$ cat config.mk
export PLATFORM = sky130hd
export DESIGN_NAME = jk_cmd_arbiter
export DESIGN_NICKNAME = d
export VERILOG_FILES = /design/src/rtl/jk_cmd_arbiter.sv
export SDC_FILE = /design/constraint.sdc
export NUM_CORES = 1
export LEC_CHECK = 0
export ABC_AREA = 1
export BUFFER_PORTS_ARGS = -buffer_cell sky130_fd_sc_hd__buf_2
export CORE_ASPECT_RATIO = 1.1
export CORE_MARGIN = 4
export CORE_UTILIZATION = 44
export CTS_CLUSTER_DIAMETER = 100
export DETAILED_ROUTE_END_ITERATION = 16
export MAX_ROUTING_LAYER = met4
export PLACE_DENSITY = 0.7
export RECOVER_POWER = 50
export SLEW_MARGIN = 15
export SYNTH_ARGS = -nofsm -noshare
export SYNTH_HDL_FRONTEND = slang
export SYNTH_SLANG_ARGS = --single-unit
$ cat constraint.sdc
create_clock -name clk -period 1 [get_ports clk]
set_input_delay 0 -clock clk [delete_from_list [all_inputs] [get_ports clk]]
set_output_delay 0 -clock clk [all_outputs]
set_load 0.005 [all_outputs]
$ cat src/rtl/jk_cmd_arbiter.sv
// Two-requester round-robin command arbiter driving an N-bit JK flip-flop bank.
// Each granted command runs IDLE -> EXEC -> ACK and completes with a four-phase handshake.
module jk_cmd_arbiter #(
   parameter int N = 4
) (
   input  logic         clk,
   input  logic         rst_n,
   input  logic         req0,
   input  logic         req1,
   input  logic [1:0]   cmd0,
   input  logic [1:0]   cmd1,
   input  logic [N-1:0] mask0,
   input  logic [N-1:0] mask1,
   output logic         ack0,
   output logic         ack1,
   output logic [N-1:0] j,
   output logic [N-1:0] k,
   output logic [N-1:0] q,
   output logic         busy,
   output logic         gnt_id,
   output logic [7:0]   op_count
);

   localparam logic [1:0] IDLE = 2'd0;
   localparam logic [1:0] EXEC = 2'd1;
   localparam logic [1:0] ACK  = 2'd2;

   logic [1:0]   state_q, state_d;
   logic         last_q, last_d;
   logic         gnt_q, gnt_d;
   logic [1:0]   cmd_q, cmd_d;
   logic [N-1:0] mask_q, mask_d;
   logic [N-1:0] bank_q, bank_d;
   logic [7:0]   cnt_q, cnt_d;

   logic         pick;
   logic         gnt_req;
   logic [N-1:0] j_v, k_v;

   // cmd[1] asserts J and cmd[0] asserts K on the masked bits, only while executing.
   always_comb begin
      j_v = '0;
      k_v = '0;
      if (state_q == EXEC) begin
         j_v = mask_q & {N{cmd_q[1]}};
         k_v = mask_q & {N{cmd_q[0]}};
      end
   end

   // On a tie the requester not granted last wins; otherwise the lone requester wins.
   assign pick    = (req0 && req1) ? ~last_q : req1;
   assign gnt_req = gnt_q ? req1 : req0;

   always_comb begin
      // NOTE: every next-state signal gets a default first so no path leaves it unassigned (no latches).
      state_d = state_q;
      last_d  = last_q;
      gnt_d   = gnt_q;
      cmd_d   = cmd_q;
      mask_d  = mask_q;
      bank_d  = bank_q;
      cnt_d   = cnt_q;
      case (state_q)
         IDLE: begin
            if (req0 || req1) begin
               gnt_d   = pick;
               last_d  = pick;
               cmd_d   = pick ? cmd1 : cmd0;
               mask_d  = pick ? mask1 : mask0;
               state_d = EXEC;
            end
         end
         EXEC: begin
            bank_d  = (j_v & ~bank_q) | (~k_v & bank_q);
            cnt_d   = cnt_q + 8'd1;
            state_d = ACK;
         end
         ACK: begin
            if (!gnt_req) begin
               state_d = IDLE;
            end
         end
         default: begin
            state_d = IDLE;
         end
      endcase
   end

   // NOTE: sequential state uses non-blocking assignments so all registers update together at the edge.
   always_ff @(posedge clk or negedge rst_n) begin
      if (!rst_n) begin
         state_q <= IDLE;
         last_q  <= 1'b1;
         gnt_q   <= 1'b0;
         cmd_q   <= 2'b00;
         mask_q  <= '0;
         bank_q  <= '0;
         cnt_q   <= 8'd0;
      end else begin
         state_q <= state_d;
         last_q  <= last_d;
         gnt_q   <= gnt_d;
         cmd_q   <= cmd_d;
         mask_q  <= mask_d;
         bank_q  <= bank_d;
         cnt_q   <= cnt_d;
      end
   end

   assign j        = j_v;
   assign k        = k_v;
   assign q        = bank_q;
   assign busy     = (state_q != IDLE);
   assign gnt_id   = gnt_q;
   assign op_count = cnt_q;
   assign ack0     = (state_q == ACK) && !gnt_q;
   assign ack1     = (state_q == ACK) &&  gnt_q;

endmodule

==> metrics.csv <==
metric;value;unit
Worst Setup SP;state_q[1];
Initial Utilization;46.2;%
Worst setup SP type;flop;
actual slew at the worst max-slew pin;565;ps
clk buf depth;2;
antenna-violating nets left;0;
Initial DRC Count;29;
placed cell area;1460;um^2
die height;61.7;um
library cells used by synthesis;18;
TritonCTS buffer count;3;
Yosys reg bits;22;
Clock Skew;16.2;ps
Netlist Area Pre-Place;1150;um^2
reg2reg path depth;6;
die area;3510;um^2
worst IR drop on VDD;0.00230;V
Pins Over Slew Limit;0;
Routed WL;3.32;mm
WS Path Type;flop to output port;
GRT Residual Overflow;0;
share of the synthesized area in the top cell type;45.6;%
Syn Area/Cell;7.69;um^2
Max Cap Viol;0;
RSZ-0062 raised after global routing;yes;
fin crit period;1320;ps
largest fanout on the critical path;4;
maximum clock rate;756;MHz
crit path max-delay cell type;dfrtp_2;
Worst Setup EP;j[3];
required time worst endpoint;1000;ps
Avg WL per Cell;12.7;um
Crit path arrival time;1320;ps
share of synthesized registers carrying an async set or reset;100;%
fill cell count;162;
max incr delay on CP;470;ps
Worst R2R End;q[3];
leakage power;0.00102;uW
largest net degree at the start of global routing;23;
post-synthesis sequential area ratio;47.8;%
Area growth, synth to finish;69.7;%
layout cells sized above 1;44.2;%
Net Count, Synth;167;
Top FF cell, synth;dfrtp_1;
vias in the first global route;1223;
worst setup margin;-323;ps
DRC;0;
first-pass GRT wire length;5.02;mm
Final Hold Fails;0;
clock slew at reported path FFs;140;ps
vias post-DR;1238;
top-level port count;40;
Antenna Cells;0;
status;complete, but fails checks;
Crit Reg-Reg Startpoint;state_q[1];
core area;2500;um^2
final setup violation count;33;
crit share post-route;132;%
count leader, synth;nand2_1;
failing checks;setup timing;
row cnt;19;
slew margin rel.;62.4;%
WHS;18.4;ps
Synth Instances;150;
HP Class;input port to flop;
Detail Placement HPWL;2.01;mm
Die X-Extent;56.8;um
Cell Pwr Density;2830;nW/um^2
clk sinks;22;
Post-synth top cells;nand2_1, inv_1, dfrtp_1;
yosys synthesis warning count;0;
EDFF count, synth;0;
crit-path cells;nor2_4, nand2_4, nor2_2, buf_2;
CTS H-tree depth;1;
Synth area leaders;dfrtp_1, nand2_1, inv_1, nor2_1, o21ai_0;
antenna violations before repair;0;
Worst Setup End Kind;output port;
Skew-Pair Late Insertion Delay;320;ps
Port-buffer cells;39;
DRT Pass-1 Iters;4;
routability cong.;0.774;
Setup Total Neg Slack;-7680;ps
CTS tree;done;
cell taking the most area after synthesis;dfrtp_1;
final instance area;1960;um^2
clock root buffer;clkbuf_4;
Global Route Usage Sum;18.9;%
nets;249;
drt via density;4.73;
R2R Setup Slk;-300;ps
[repair_timing]
action | 4_1_cts | 5_1_grt
gates resized for setup | 25 | 17
hold buffers | 13 | 0
gates cloned | 2 | 0
setup endpoints to repair | 31 | 36
endpoints found under the hold margin | 30 | 0
pin swaps | 7 | 5
buffers inserted | 11 | 8
[stage by stage]
| step | utilization (%) | total power [uW] | cells | setup slack (ps) |
|---|---|---|---|---|
| floorplan | - | 2670 | 150 | -28.9 |
| global placement | 58.3 | 3380 | 226 | -73.3 |
| detailed placement | 58.3 | 3490 | 226 | -124 |
| CTS | 74.9 | 5140 | 256 | -320 |
| global route | 78.4 | 5900 | 262 | -402 |
| finish | 78.4 | 5540 | 262 | -323 |
[cells by family (layout without fill, tap and decap cells)]
group	after synthesis	after routing	share of synthesized area, %
and+or+nand+nor	78	79	31.5
buffers and inverters	26	106	8.79
DFF	22	22	47.8
AOI/OAI and AO/OA	21	21	9.33
xor gates and xnor gates	2	2	1.52
adders and majority gates	1	1	1.08
[area by class of cell]
class                      instances  area [um^2]  share of cell area (%)
clock buffer                       3         22.5                    1.15
clock inverter                     1         30.0                    1.53
inverter                          25         93.8                    4.79
multi-input combinational        103          616                    31.4
sequential                        22          553                    28.2
tap                               31         38.8                    1.98
timing repair buffer              77          604                    30.9
[layout by cell type (no fill, tap or decap), types with 2 or more instances in the layout]
master,n
o21ai_1,11
inv_2,2
nor2_1,9
nand2_2,4
nor2_4,8
nor2_2,6
nand3_4,2
o21ai_2,5
clkbuf_4,3
dfrtp_1,20
inv_1,23
dlygate4sd3_1,13
buf_2,34
nand2_1,41
buf_4,14
nand3_1,4
buf_6,13
o21ai_0,4
xor2_1,2
nand2_4,3
[how the worst min path moves through the flow]
stage	from	end	slack, ps	cells after the start
floorplan	rst_n	cmd_q[0]	-300	0
global placement	rst_n	op_count[2]	-9	1
detailed placement	rst_n	op_count[2]	-8	1
CTS	mask0[0]	mask_q[0]	2	5
global route	mask0[3]	mask_q[3]	30	5
finish	mask0[3]	mask_q[3]	20	5
[worst max-delay path: cells and delay by family (launching register included)]
kind | cells | cell delay (ps)
buffers and inverters | 1 | 120
AND/OR/NAND/NOR | 3 | 410
flip-flops | 1 | 470
[power by group]
part           total (uW)  internal, uW  switching, uW
clock network         691           405            286
registers            1620          1290            338
logic                3230          1670           1560
total                5540          3360           2190
[state kept, by name (all words and copies together), names as in the netlist]
name and flops:
mask_q 4, q 4, last_q 1, cmd_q 2
gnt_id 1, op_count 8, state_q 2
[per-layer routing]
| metal | wire length (um) | up-vias | share of wire (%) | global-route usage (%) |
|---|---|---|---|---|
| met4 | 21 | 0 | 0.63 | 6.62 |
| met3 | 131 | 2 | 3.9 | 2.69 |
| li1 | - | 621 | - | - |
| met2 | 1890 | 26 | 57 | 38.0 |
| met5 | 0 | - | 0 | - |
| met1 | 1280 | 589 | 38 | 18.9 |
Note: power is estimated with default switching activity, not from simulation.
